File: src/rtl/alu_seq_if.sv
// Command and response handshake bundle between the control path (master)
// and the ALU op sequencer (slave).
interface alu_seq_if #(
    parameter int DATA_W = 8,
    parameter int SEL_W  = 4
);
    logic              cmd_valid;
    logic              cmd_ready;
    logic [DATA_W-1:0] cmd_a;
    logic [DATA_W-1:0] cmd_b;
    logic [SEL_W-1:0]  cmd_sel;
    logic              rsp_valid;
    logic              rsp_ready;
    logic [DATA_W-1:0] rsp_data;
    logic              rsp_carry;
    logic              rsp_err;

    modport master (
        output cmd_valid, cmd_a, cmd_b, cmd_sel, rsp_ready,
        input  cmd_ready, rsp_valid, rsp_data, rsp_carry, rsp_err
    );

    modport slave (
        input  cmd_valid, cmd_a, cmd_b, cmd_sel, rsp_ready,
        output cmd_ready, rsp_valid, rsp_data, rsp_carry, rsp_err
    );
endinterface

File: src/rtl/alu_op_sequencer.sv
// Queues ALU requests, drives the combinational ALU one op at a time and returns
// the result with error flags. Define ALU_SEQ_STATS_EN for op/error counters.
module alu_op_sequencer #(
    parameter int DATA_W     = 8,
    parameter int SEL_W      = 4,
    parameter int FIFO_DEPTH = 4
) (
    input  logic              clk,
    input  logic              rst_n,
    alu_seq_if.slave          seq,
    output logic [DATA_W-1:0] alu_a,
    output logic [DATA_W-1:0] alu_b,
    output logic [SEL_W-1:0]  alu_sel,
    input  logic [DATA_W-1:0] alu_result,
    input  logic              alu_carry,
    output logic              busy
`ifdef ALU_SEQ_STATS_EN
    ,
    output logic [15:0]       stat_ops,
    output logic [15:0]       stat_errs
`endif
);
    localparam int PTR_W = $clog2(FIFO_DEPTH);
    localparam int ENT_W = 2 * DATA_W + SEL_W;
    localparam logic [PTR_W:0]   FULL_CNT = (PTR_W + 1)'(FIFO_DEPTH);
    localparam logic [SEL_W-1:0] OP_ADD   = SEL_W'(0);
    localparam logic [SEL_W-1:0] OP_DIV   = SEL_W'(3);
    localparam logic [SEL_W-1:0] OP_LAST  = SEL_W'(5);

    typedef enum logic [1:0] {IDLE, DRIVE, HOLD} state_t;

    state_t              state_q, state_d;
    logic [ENT_W-1:0]    mem_q [FIFO_DEPTH];
    logic [PTR_W-1:0]    wr_ptr_q, rd_ptr_q;
    logic [PTR_W:0]      count_q;
    logic [DATA_W-1:0]   alu_a_q, alu_b_q;
    logic [SEL_W-1:0]    alu_sel_q;
    logic                rsp_valid_q, rsp_carry_q, rsp_err_q;
    logic [DATA_W-1:0]   rsp_data_q;
    logic                full, empty, push, pop, capture, rsp_hs;
    logic [ENT_W-1:0]    head;
    logic [DATA_W+1:0]   cap_word;

    // Packs {err, carry, data}; the ALU output is undefined for div-by-zero
    // and unsupported selectors, so those cases substitute fixed values.
    function automatic logic [DATA_W+1:0] capture_rsp(
        input logic [SEL_W-1:0]  sel,
        input logic [DATA_W-1:0] b,
        input logic [DATA_W-1:0] res,
        input logic              carry
    );
        logic [DATA_W+1:0] r;
        if (sel == OP_ADD)
            r = {1'b0, carry, res};
        else if (sel == OP_DIV && b == '0)
            r = {1'b1, 1'b0, {DATA_W{1'b1}}};
        else if (sel > OP_LAST)
            r = {1'b1, 1'b0, {DATA_W{1'b0}}};
        else
            r = {2'b00, res};
        return r;
    endfunction

    assign full     = (count_q == FULL_CNT);
    assign empty    = (count_q == '0);
    assign push     = seq.cmd_valid && !full;
    assign head     = mem_q[rd_ptr_q];
    assign rsp_hs   = rsp_valid_q && seq.rsp_ready;
    assign cap_word = capture_rsp(alu_sel_q, alu_b_q, alu_result, alu_carry);

    always_comb begin
        state_d = state_q;
        pop     = 1'b0;
        capture = 1'b0;
        case (state_q)
            IDLE: begin
                if (!empty) begin
                    pop     = 1'b1;
                    state_d = DRIVE;
                end
            end
            DRIVE: begin
                capture = 1'b1;
                state_d = HOLD;
            end
            HOLD: begin
                if (rsp_hs) begin
                    pop     = !empty;
                    state_d = empty ? IDLE : DRIVE;
                end
            end
            default: state_d = IDLE;
        endcase
    end

    // Entry storage carries no reset; occupancy is tracked by count/pointers.
    always_ff @(posedge clk) begin
        if (push)
            mem_q[wr_ptr_q] <= {seq.cmd_a, seq.cmd_b, seq.cmd_sel};
    end

    always_ff @(posedge clk or negedge rst_n) begin
        if (!rst_n) begin
            state_q     <= IDLE;
            wr_ptr_q    <= '0;
            rd_ptr_q    <= '0;
            count_q     <= '0;
            alu_a_q     <= '0;
            alu_b_q     <= '0;
            alu_sel_q   <= '0;
            rsp_valid_q <= 1'b0;
            rsp_data_q  <= '0;
            rsp_carry_q <= 1'b0;
            rsp_err_q   <= 1'b0;
        end else begin
            state_q <= state_d;
            if (push)
                wr_ptr_q <= wr_ptr_q + 1'b1;
            if (pop) begin
                rd_ptr_q  <= rd_ptr_q + 1'b1;
                alu_a_q   <= head[ENT_W-1 -: DATA_W];
                alu_b_q   <= head[SEL_W +: DATA_W];
                alu_sel_q <= head[SEL_W-1:0];
            end
            case ({push, pop})
                2'b10:   count_q <= count_q + 1'b1;
                2'b01:   count_q <= count_q - 1'b1;
                default: count_q <= count_q;
            endcase
            if (capture) begin
                rsp_valid_q <= 1'b1;
                rsp_err_q   <= cap_word[DATA_W+1];
                rsp_carry_q <= cap_word[DATA_W];
                rsp_data_q  <= cap_word[DATA_W-1:0];
            end else if (rsp_hs) begin
                rsp_valid_q <= 1'b0;
            end
        end
    end

`ifdef ALU_SEQ_STATS_EN
    logic [15:0] stat_ops_q, stat_errs_q;

    always_ff @(posedge clk or negedge rst_n) begin
        if (!rst_n) begin
            stat_ops_q  <= '0;
            stat_errs_q <= '0;
        end else if (rsp_hs) begin
            if (stat_ops_q != 16'hFFFF)
                stat_ops_q <= stat_ops_q + 16'd1;
            if (rsp_err_q && stat_errs_q != 16'hFFFF)
                stat_errs_q <= stat_errs_q + 16'd1;
        end
    end

    assign stat_ops  = stat_ops_q;
    assign stat_errs = stat_errs_q;
`endif

    assign seq.cmd_ready = !full;
    assign seq.rsp_valid = rsp_valid_q;
    assign seq.rsp_data  = rsp_data_q;
    assign seq.rsp_carry = rsp_carry_q;
    assign seq.rsp_err   = rsp_err_q;
    assign alu_a         = alu_a_q;
    assign alu_b         = alu_b_q;
    assign alu_sel       = alu_sel_q;
    assign busy          = !empty || (state_q != IDLE);
endmodule

File: src/flat_wrapper.sv
// flat-port wrapper written by rule: the top's interface ports become plain ports
module alu_op_sequencer_flat 
#(
    parameter int DATA_W     = 8,
    parameter int SEL_W      = 4,
    parameter int FIFO_DEPTH = 4
)
  (clk, rst_n, alu_a, alu_b, alu_sel, alu_result, alu_carry, busy, seq_cmd_valid, seq_cmd_a, seq_cmd_b, seq_cmd_sel, seq_rsp_ready, seq_cmd_ready, seq_rsp_valid, seq_rsp_data, seq_rsp_carry, seq_rsp_err);
  alu_seq_if #(.DATA_W(DATA_W), .SEL_W(SEL_W)) seq_i ();
  input  logic clk;
  input  logic rst_n;
  output logic [DATA_W-1:0] alu_a;
  output logic [DATA_W-1:0] alu_b;
  output logic [SEL_W-1:0] alu_sel;
  input  logic [DATA_W-1:0] alu_result;
  input  logic alu_carry;
  output logic busy;
  input wire logic [$bits(seq_i.cmd_valid)-1:0] seq_cmd_valid;
  input wire logic [$bits(seq_i.cmd_a)-1:0] seq_cmd_a;
  input wire logic [$bits(seq_i.cmd_b)-1:0] seq_cmd_b;
  input wire logic [$bits(seq_i.cmd_sel)-1:0] seq_cmd_sel;
  input wire logic [$bits(seq_i.rsp_ready)-1:0] seq_rsp_ready;
  output wire logic [$bits(seq_i.cmd_ready)-1:0] seq_cmd_ready;
  output wire logic [$bits(seq_i.rsp_valid)-1:0] seq_rsp_valid;
  output wire logic [$bits(seq_i.rsp_data)-1:0] seq_rsp_data;
  output wire logic [$bits(seq_i.rsp_carry)-1:0] seq_rsp_carry;
  output wire logic [$bits(seq_i.rsp_err)-1:0] seq_rsp_err;
  assign seq_i.cmd_valid = seq_cmd_valid;
  assign seq_i.cmd_a = seq_cmd_a;
  assign seq_i.cmd_b = seq_cmd_b;
  assign seq_i.cmd_sel = seq_cmd_sel;
  assign seq_i.rsp_ready = seq_rsp_ready;
  assign seq_cmd_ready = seq_i.cmd_ready;
  assign seq_rsp_valid = seq_i.rsp_valid;
  assign seq_rsp_data = seq_i.rsp_data;
  assign seq_rsp_carry = seq_i.rsp_carry;
  assign seq_rsp_err = seq_i.rsp_err;
  alu_op_sequencer #(.DATA_W(DATA_W), .SEL_W(SEL_W), .FIFO_DEPTH(FIFO_DEPTH)) u_core (.clk(clk), .rst_n(rst_n), .seq(seq_i), .alu_a(alu_a), .alu_b(alu_b), .alu_sel(alu_sel), .alu_result(alu_result), .alu_carry(alu_carry), .busy(busy));
endmodule
File: config.mk
export PLATFORM = sky130hd
export DESIGN_NAME = alu_op_sequencer_flat
export DESIGN_NICKNAME = d
export VERILOG_FILES = /design/src/rtl/alu_seq_if.sv /design/src/rtl/alu_op_sequencer.sv /design/src/flat_wrapper.sv
export SDC_FILE = /design/constraint.sdc
export NUM_CORES = 1
export LEC_CHECK = 0
export BUFFER_PORTS_ARGS = -buffer_cell sky130_fd_sc_hd__buf_4
export CORE_AREA = 2 2 99 101
export DETAILED_ROUTE_END_ITERATION = 12
export DIE_AREA = 0 0 101 103
export PLACE_DENSITY = 0.85
export SLEW_MARGIN = 10
export SYNTH_ARGS = -nofsm -noshare
export SYNTH_HDL_FRONTEND = slang
export SYNTH_SLANG_ARGS = --single-unit
File: constraint.sdc
create_clock -name clk -period 2.07 [get_ports clk]
set_input_delay 0 -clock clk [delete_from_list [all_inputs] [get_ports clk]]
set_output_delay 0 -clock clk [all_outputs]
set_load 0.005 [all_outputs]
==> out/metrics.cfg, run 1 <==
[status]
run_status = finished, final reports clean

[yosys]
seq_area_frac_synth = 0.739
async_flop_share = 0.333
synth_top_flop_cell = edfxtp_1
synth_fp_nets = 265
yosys.area.top_type_share = 0.521
syn_avg_cell_area_sq_um = 20.4
synth_cells = 226
synth.ff_latch_count = 120
syn_area_sq_um = 4610
ys_warn_count = 0
ys_types = 34
yosysTopAreaCell = edfxtp_1
synth_area_leaders = edfxtp_1 52%, dfrtp_1 22%, mux4_2 9.8%, mux2_2 5.1%, a221o_1 1.7%
synth-edff-count = 80

[placement]
placed_cells = 411
port_buffers = 65
placed_area_sq_um = 5350
dp_hpwl_mm = 5.71
gp_congestion = 0.709

[worst_setup_path]
worstSetupPathType = flop to flop
endpoint = u_core.count_q[2]
r2r_cells = 9
crit_required_ps = 2500
cp-start-kind = flop
cp_slowest_cell = or3b_4
critPathLaunch = u_core.count_q[0]
endpoint_kind = flop
critPathMaxStageDelay_ps = 400
cpMostUsedCell = xor2_1
r2r_setup_slack_ps = 6
critPathArrivalTime_ps = 2490
timing.rr.end = u_core.count_q[2]
crit_chain = or3b_4 > and2_4 > inv_4 > ha_4 > inv_2 > fa_2 > xor2_1 > nor2_1 > xor2_1
r2r-start = u_core.count_q[0]
crit_fanout = 2

[cts]
clkSlewWorstSetupHoldPaths_ps = 60
cts.sinks = 120
cts_max_path_buffers = 2
clk_root_buffer_cell = clkbuf_8
cts_buffers = 17
clkLatencyLatePin_ps = 520
cts_tree = yes
htree_levels = 4

[layout]
drive_gt1_frac = 0.445
final_cells = 478
design_area_sq_um = 6320
nNetsFinal = 390
areaGrowthSynthToFinish_pct = 37.1
antennaDiodeCount = 0

[floorplan]
die_area_sq_um = 10400
die_h_microns = 103
rows = 36
die_w_microns = 101
pin_count = 66
core-area_sq_um = 9460
start_util = 0.487

[global_routing]
antenna_found_initial = 0
grt_max_degree = 41
overflow = 0
grt_pass1_wl_mm = 14.9
grt_pass1_vias = 2803
track_usage = 0.202

[sta]
whs_ps = 35.1
tightest_slew_ps = 565
skew_ps = 11.7
fmax_ghz = 0.485
fin_crit_sh = 0.997
slew_headroom = 0.623
setup_violations = 0
slew_violations = 0
timing.setup.tns_ps = 0
rsz0062_at_grt = true
final_hold_viol_count = 0
fin_crit_ps = 2060

[pwr]
clockPowerShare = 0.303
leakagePower_nw = 2.49
vdd_drop_max_uv = 689
p_per_area_nw_per_um2 = 1570
combPwrFrac = 0.320
p_sw_frac = 0.281
pwr-share-seq = 0.378
p_switching_mw = 2.78
internal_power_mw = 7.11

[drt]
drtIter0Drc = 157
routedWlPerCell_microns = 20.0
postRouteAntennaNets = 0
vias_per_cell = 5.37
num_vias = 2566
firstDrtPassIters = 4
route.detailed.drc = 0
routed_wl_mm = 9.54

[worst_hold_path]
hp-class = input port to async pin

[job]
cap_violations = 0

## cells in the final DEF, fill, tap and decap left out, types with 2 or more instances in the layout
cell type      instances
nor3_1                 2
or4b_4                 2
ha_1                   4
nand2b_1               2
bufinv_16              4
xor2_1                 4
buf_4                 79
inv_1                  5
mux4_2                20
buf_12                 3
clkbuf_16             16
edfxtp_1              80
and3_1                 4
clkbuf_1               3
dlygate4sd3_1         32
dfrtp_1               40
mux2_2                21
a221o_1                8
clkbuf_8               2
nor2_1                 3
clkinv_4               3
xnor2_1                2
nand2_1                2
## Yosys cell counts (all sizes together) (2+ instances only)
| cell | n |
|---|---|
| a221o | 8 |
| nor3 | 4 |
| buf | 6 |
| ha | 5 |
| xnor2 | 2 |
| edfxtp | 80 |
| mux4 | 20 |
| xor2 | 4 |
| inv | 7 |
| nor2 | 3 |
| nand2b | 2 |
| and3 | 4 |
| nand2 | 2 |
| clkbuf | 2 |
| dfrtp | 40 |
| or4b | 2 |
| mux2 | 22 |
## worst min path at each step
stage,startpoint,to,slack (ps),cells past startpoint
after floorplan,rst_n,u_core.alu_a[0],-300,0
after global placement,rst_n,u_core.seq.rsp_data[0],20,1
after detailed placement,rst_n,u_core.seq.rsp_data[6],30,1
after CTS,rst_n,u_core.seq.rsp_data[6],30,2
after global routing,rst_n,u_core.alu_b[2],80,2
final,rst_n,u_core.alu_b[2],40,2
## registers in the layout, indices dropped and copies added (netlist names)
signal	count
u_core.mem_q	80
u_core.alu_a	8
u_core.alu_b	8
u_core.seq.rsp_data	8
u_core.alu_sel	4
u_core.count_q	3
u_core.rd_ptr_q	2
u_core.state_q	2
u_core.wr_ptr_q	2
u_core.seq.rsp_carry	1
u_core.seq.rsp_err	1
u_core.seq.rsp_valid	1
## cell type report
| cell class | count | area (sq um) |
|---|---|---|
| flip-flops and latches | 120 | 3400 |
| fillers | 607 | 3140 |
| multi-input cells | 91 | 1160 |
| repair buffers | 114 | 973 |
| clock buffers | 21 | 439 |
| clock inverters | 11 | 171 |
| well taps | 114 | 143 |
| inverters | 7 | 28.8 |
## logic make-up after synthesis
family,after synthesis,share of synthesized area
AO/OA/AOI/OAI,13,0.0250
XOR/XNOR,6,0.0114
adder cells (fa/ha/maj),6,0.0179
buffers and inverters,15,0.0158
flip-flops,120,0.739
multiplexers,43,0.154
AND/OR/NAND/NOR,23,0.0375
## worst max-delay path: cells and delay by family (launching register included)
family | cells | cell delay, ps
XOR/XNOR | 2 | 320
adder cells (fa/ha/maj) | 2 | 500
buffers and inverters | 2 | 90
flip-flops | 1 | 380
AND/OR/NAND/NOR | 3 | 700
## repair_timing
action	in CTS	in global routing
hold endpoints to repair	134	0
hold buffers	32	0
resized for setup	2	4
endpoints found under the setup margin	1	1
pin swaps	2	5
buffers inserted	1	2
## metal layers
| layer | share of wire | routed length [microns] | vias up | track usage |
|---|---|---|---|---|
| li1 | - | - | 1158 | - |
| met1 | 0.40 | 3860 | 1307 | 0.238 |
| met2 | 0.53 | 5050 | 84 | 0.353 |
| met3 | 0.044 | 419 | 17 | 0.0488 |
| met4 | 0.023 | 216 | 0 | 0.0936 |
| met5 | 0 | 0 | - | 0 |
## per-stage QoR
step	power (mW)	util	setup slack, ps
global route	10.4	0.668	-94.6
floorplan	5.51	-	13.4
global placement	6.65	0.565	43.4
CTS	9.91	0.665	7.35
finish	9.89	0.668	6.47
detailed placement	6.80	0.565	-42.3
## power groups by stage
stage	sequential [mW]	combinational [mW]	clock, mW
4_1_cts	3.74	3.13	3.04
5_1_grt	3.82	3.43	3.14
2_1_floorplan	3.69	1.82	0
6_report	3.74	3.16	2.99
3_5_place_dp	3.77	3.03	0
3_3_place_gp	3.71	2.94	0
No activity file was read; power rests on OpenSTA's default activity.
==> run 2: changes to the inputs <==
--- a/config.mk
+++ b/config.mk
@@ -5,7 +5,7 @@
 export SDC_FILE = /design/constraint.sdc
 export NUM_CORES = 1
 export LEC_CHECK = 0
-export BUFFER_PORTS_ARGS = -buffer_cell sky130_fd_sc_hd__buf_4
+export BUFFER_PORTS_ARGS = -buffer_cell sky130_fd_sc_hd__clkbuf_2
 export CORE_AREA = 2 2 99 101
 export DETAILED_ROUTE_END_ITERATION = 12
 export DIE_AREA = 0 0 101 103
==> out/metrics.cfg, run 2 (same netlist as run 1, synthesis figures left out) <==
[layout]
final_common_cell = edfxtp_1
antennaDiodeCount = 0
largest_reg_flops = 80
nNetsFinal = 387
drive_gt1_frac = 0.443
most-common-layout-cells = 80 x edfxtp_1, 65 x clkbuf_2, 40 x dfrtp_1
top_register = u_core.mem_q
areaGrowthSynthToFinish_pct = 31.0
final_util = 0.638

[worst_setup_path]
cp-start-kind = flop
worstSetupPathType = flop to flop
critPathArrivalTime_ps = 2420
crit_required_ps = 2500
crit_fanout = 2
endpoint_kind = flop

[sta]
slew_violations = 0
final_hold_viol_count = 0
worst_slack_ps = 80.8
rsz0062_at_grt = false
setup_violations = 0
slew_headroom = 0.616
tightest_slew_ps = 576
fmax_ghz = 0.503
fin_crit_ps = 1990
skew_ps = 7.90
fin_crit_sh = 0.961

[global_routing]
gr-usage-met1 = 0.230
grt_pass1_wl_mm = 14.5
grtUsageMet2 = 0.339
antenna_found_initial = 0
busiest_layer = met2
grt_max_degree = 22
track_usage = 0.196
grt_util_met3 = 0.0563
overflow = 0
grt_pass1_vias = 2743

[pwr]
p_sw_frac = 0.304
internal_power_mw = 6.48
p_switching_mw = 2.84
leakagePower_nw = 2.38
p_per_area_nw_per_um2 = 1540
vdd_drop_max_uv = 694
clockPowerShare = 0.284
combPwrFrac = 0.315
pwr-share-seq = 0.401
power_mw = 9.31

[drt]
routed_wl_mm = 9.51
postRouteAntennaNets = 0
routedWlPerCell_microns = 20.0
drtIter0Drc = 193
route.detailed.drc = 0
firstDrtPassIters = 4
vias_per_cell = 5.54
num_vias = 2630

[placement]
dp_slack_ps = -52.2
port_buffers = 65
dp_hpwl_mm = 5.53
gp_congestion = 0.755

[cts]
cts.sinks = 120
clk_root_buffer_cell = clkbuf_8
clkSlewWorstSetupHoldPaths_ps = 60
cts_buffers = 17
cts_tree = yes
cts_max_path_buffers = 2
htree_levels = 4
clkLatencyLatePin_ps = 510

[floorplan]
rows = 36
start_util = 0.487
die_h_microns = 103
core-area_sq_um = 9460
pin_count = 66
die_w_microns = 101
die_area_sq_um = 10400

[status]
run_status = finished, final reports clean

[job]
cap_violations = 0

[worst_hold_path]
hp-class = input port to async pin

==> run 2: changes by cell type in the layout (fill, tap and decap cells not counted), moves of 2 or more <==
| cell | previous run | this run |
|---|---|---|
| clkbuf_1 | 3 | 0 |
| buf_4 | 79 | 13 |
| bufinv_16 | 4 | 1 |
| clkinv_4 | 3 | 5 |
| buf_12 | 3 | 1 |
| clkinvlp_4 | 1 | 3 |
| clkbuf_2 | 0 | 65 |
| clkinv_1 | 1 | 3 |
==> run 2: critical path: stages, from the launching register on <==
cell and delay [ps]:
dfrtp_1 370, or3b_4 400, and2_4 160, inv_2 60, ha_4 130, inv_2 40, fa_2 340, xor2_1 150
nor2_1 110, xor2_1 160
==> run 2: layout make-up <==
class	count	area, sq um
Clock inverter	15	130
Multi-Input combinational cell	91	1160
Inverter	7	26.3
Timing Repair Buffer	111	763
Fill cell	643	3420
Clock buffer	17	414
Sequential cell	120	3400
Tap cell	114	143
==> run 2: per-stage QoR <==
stage | TNS (ps) | hold WS (ps) | area [sq um] | cells
detailed placement | -52.2 | 7.49 | 5150 | 410
finish | 0 | 21.3 | 6040 | 475
CTS | 0 | 5.64 | 6040 | 475
global placement | 0 | -0.312 | 5150 | 410
floorplan | 0 | -296 | 4610 | 226
global route | 0 | 57.3 | 6040 | 475
==> run 2: power by group through the flow <==
stage	registers, mW	clock network [mW]	logic, mW
after global routing	3.80	2.78	3.17
after global placement	3.70	0	2.72
after CTS	3.73	2.67	2.96
after detailed placement	3.76	0	2.80
final	3.73	2.65	2.94
after floorplan	3.69	0	1.82
==> run 2: worst paths after layout <==
kind | end | depth (start not counted) | slack [ps] | start
max in group asynchronous | u_core.alu_sel[0] | 3 | 1340 | rst_n
min | u_core.alu_b[2] | 2 | 20 | rst_n
max reg2reg | u_core.count_q[2] | 9 | 80 | u_core.count_q[0]
min in group clk | u_core.mem_q[2][7] | 2 | 240 | seq_cmd_b[3]
max | u_core.count_q[2] | 9 | 80 | u_core.count_q[0]
min reg2reg | u_core.alu_a[6] | 1 | 510 | u_core.alu_a[6]
==> run 2: per-layer routing <==
metal,part of all wire,up-vias,routed length (microns)
met5,0,-,0
met4,0.021,0,199
met3,0.050,17,474
met2,0.52,101,4990
met1,0.40,1367,3850
li1,-,1145,-
==> run 2: what timing repair did <==
item	in CTS	in global routing
gates resized for setup	5	0
hold buffers	32	0
setup buffers	1	0
endpoints found under the setup margin	1	1
hold endpoints to repair	133	0
pin swaps	4	4
==> run 3: changes to the inputs <==
--- a/config.mk
+++ b/config.mk
@@ -5,11 +5,12 @@
 export SDC_FILE = /design/constraint.sdc
 export NUM_CORES = 1
 export LEC_CHECK = 0
+export ABC_AREA = 1
 export BUFFER_PORTS_ARGS = -buffer_cell sky130_fd_sc_hd__clkbuf_2
-export CORE_AREA = 2 2 99 101
+export CORE_AREA = 2 2 95 97
 export DETAILED_ROUTE_END_ITERATION = 12
-export DIE_AREA = 0 0 101 103
-export PLACE_DENSITY = 0.85
+export DIE_AREA = 0 0 97 99
+export PLACE_DENSITY = 0.91
 export SLEW_MARGIN = 10
 export SYNTH_ARGS = -nofsm -noshare
 export SYNTH_HDL_FRONTEND = slang
==> constraint.sdc (replaced) <==
create_clock -name clk -period 2.4 [get_ports clk]
set_input_delay 0 -clock clk [delete_from_list [all_inputs] [get_ports clk]]
set_output_delay 0 -clock clk [all_outputs]
set_load 0.005 [all_outputs]
==> out/metrics.cfg, run 3 <==
[status]
run_status = finished, final reports clean

[sta]
rsz0062_at_grt = false
timing.setup.tns_ps = 0
fin_crit_ps = 1960
final_hold_viol_count = 0
setup_violations = 0
fmax_ghz = 0.512
tightest_slew_ps = 976
slew_violations = 0
whs_ps = 185
worst_slack_ps = 445
slew_headroom = 0.350
fin_crit_sh = 0.815
skew_ps = 7.89

[layout]
top_register = u_core.mem_q
antennaDiodeCount = 0
multi_input_area_sq_um = 1240
most-common-layout-cells = 107 x nand2_1, 92 x nor2_1, 80 x edfxtp_1
final_common_cell = nand2_1
seq_area_sq_um = 3400
final_cells = 660
nNetsFinal = 580
areaGrowthSynthToFinish_pct = 25.5
drive_gt1_frac = 0.207
fillers = 500
largest_reg_flops = 80
design_area_sq_um = 6100
final_util = 0.714

[drt]
drtIter0Drc = 371
firstDrtPassIters = 6
num_vias = 3556
postRouteAntennaNets = 0
route.detailed.drc = 0
routed_wl_mm = 10.6
routedWlPerCell_microns = 16.1
vias_per_cell = 5.39

[worst_setup_path]
crit_chain = inv_2 > nand3_1 > nand2_2 > ha_1 > inv_1 > fa_1 > or2_2 > nand2_1 > xor2_1
crit_required_ps = 2830
r2r-start = u_core.count_q[0]
critPathLaunch = u_core.count_q[0]
critPathArrivalTime_ps = 2390
crit_fanout = 8
critPathMaxStageDelay_ps = 400
worstSetupPathType = flop to flop
endpoint_kind = flop
cp_slowest_cell = dfrtp_1
cp-start-kind = flop
critPathBufInv = 2
cp_top_family = simple AND/OR/NAND/NOR gates

[yosys]
netlist_top_cells_count = 107 x nand2_1, 92 x nor2_1, 80 x edfxtp_1
yosysTopAreaCell = edfxtp_1
yosys.area.top_type_share = 0.494
synth-edff-count = 80
synth_top_flop_cell = edfxtp_1
synth_most_common_cell = nand2_1
async_flop_share = 0.333
syn_area_sq_um = 4860
synth_area_leaders = edfxtp_1 49%, dfrtp_1 21%, nand2_1 8.3%, nor2_1 7.1%, o21ai_1 4.1%
ys_warn_count = 0
syn_avg_cell_area_sq_um = 11.2
ys_types = 24
synth.ff_latch_count = 120
seq_area_frac_synth = 0.700
synth_cells = 436
synth_fp_nets = 475

[cts]
htree_levels = 4
cts.sinks = 120
post_cts_resized = 0
postCtsSetupBuffers = 0
clkLatencyLatePin_ps = 510
clkSlewWorstSetupHoldPaths_ps = 60
clk_root_buffer_cell = clkbuf_8
cts_tree = yes
cts_max_path_buffers = 2
cts_buffers = 17

[placement]
dp_slack_ps = 424
gp_congestion = 0.816
dp_hpwl_mm = 5.82
placed_cells = 598
placed_area_sq_um = 5240
port_buffers = 65

[worst_hold_path]
hp-class = input port to async pin

[pwr]
pwr-share-seq = 0.384
internal_power_mw = 5.27
vdd_drop_max_uv = 692
combPwrFrac = 0.336
clockPowerShare = 0.280
p_per_area_nw_per_um2 = 1360
p_switching_mw = 3.03
p_sw_frac = 0.365
power_mw = 8.30
leakagePower_nw = 2.65

[global_routing]
overflow = 0
grt_pass1_vias = 3570
track_usage = 0.229
grt_pass1_wl_mm = 17.0
grt_max_degree = 42
antenna_found_initial = 0

[floorplan]
die_w_microns = 97
die_h_microns = 99
pin_count = 66
start_util = 0.569
die_area_sq_um = 9600
rows = 34
core-area_sq_um = 8550

[job]
cap_violations = 0

-- run 3: changes by cell type in the layout (fill, tap and decap cells not counted), moves of 12 or more --
cell	before	now
nor2_1	3	92
nand3_1	0	12
o21ai_1	0	40
mux4_2	20	0
mux2_2	21	0
nand2_1	2	107
-- run 3: cell type report --
class | instances | share of cell area
sequential | 120 | 0.558
multi-input combinational | 278 | 0.203
timing repair buffer | 105 | 0.116
clock buffer | 17 | 0.0679
tap | 108 | 0.0221
clock inverter | 13 | 0.0217
inverter | 19 | 0.0117
-- run 3: logic make-up after synthesis --
logic type	Yosys count	share of synthesized area
flops	120	0.700
simple gates	219	0.180
fa+ha+maj	6	0.0170
compound gates	48	0.0494
xor+xnor	5	0.00901
buf+inv	38	0.0450
-- run 3: what timing repair did --
action / 4_1_cts / 5_1_grt
endpoints found under the setup margin: 0 / 0
endpoints found under the hold margin: 133 / 0
hold buffers: 32 / 0
-- run 3: per-layer routing --
layer | vias up | share of wire | wire length (microns) | track usage
li1 | 1654 | - | - | -
met1 | 1666 | 0.38 | 4020 | 0.269
met2 | 195 | 0.51 | 5430 | 0.397
met3 | 41 | 0.079 | 844 | 0.0610
met4 | 0 | 0.033 | 352 | 0.106
met5 | - | 0 | 0 | 0
-- run 3: final timing paths --
check | endpoint | slack (ps) | cells after the start
max | u_core.count_q[2] | 440 | 9
min | u_core.count_q[2] | 180 | 2
max reg2reg | u_core.count_q[2] | 440 | 9
min reg2reg | u_core.alu_a[1] | 490 | 2
max in group asynchronous | u_core.seq.rsp_data[4] | 1610 | 2
min in group clk | u_core.mem_q[3][3] | 250 | 2
-- run 3: worst reg2reg max path: stages (launching register included) --
cell	delay [ps]
dfrtp_1	400
inv_2	90
nand3_1	100
nand2_2	160
ha_1	170
inv_1	60
fa_1	380
or2_2	300
nand2_1	80
xor2_1	140
-- run 3: power by group through the flow --
stage | registers [mW] | clock network [mW] | logic [mW]
after detailed placement | 3.20 | 0 | 2.61
after global routing | 3.24 | 2.44 | 3.10
final | 3.19 | 2.32 | 2.79
after CTS | 3.18 | 2.33 | 2.76
after global placement | 3.18 | 0 | 2.48
after floorplan | 3.16 | 0 | 1.94
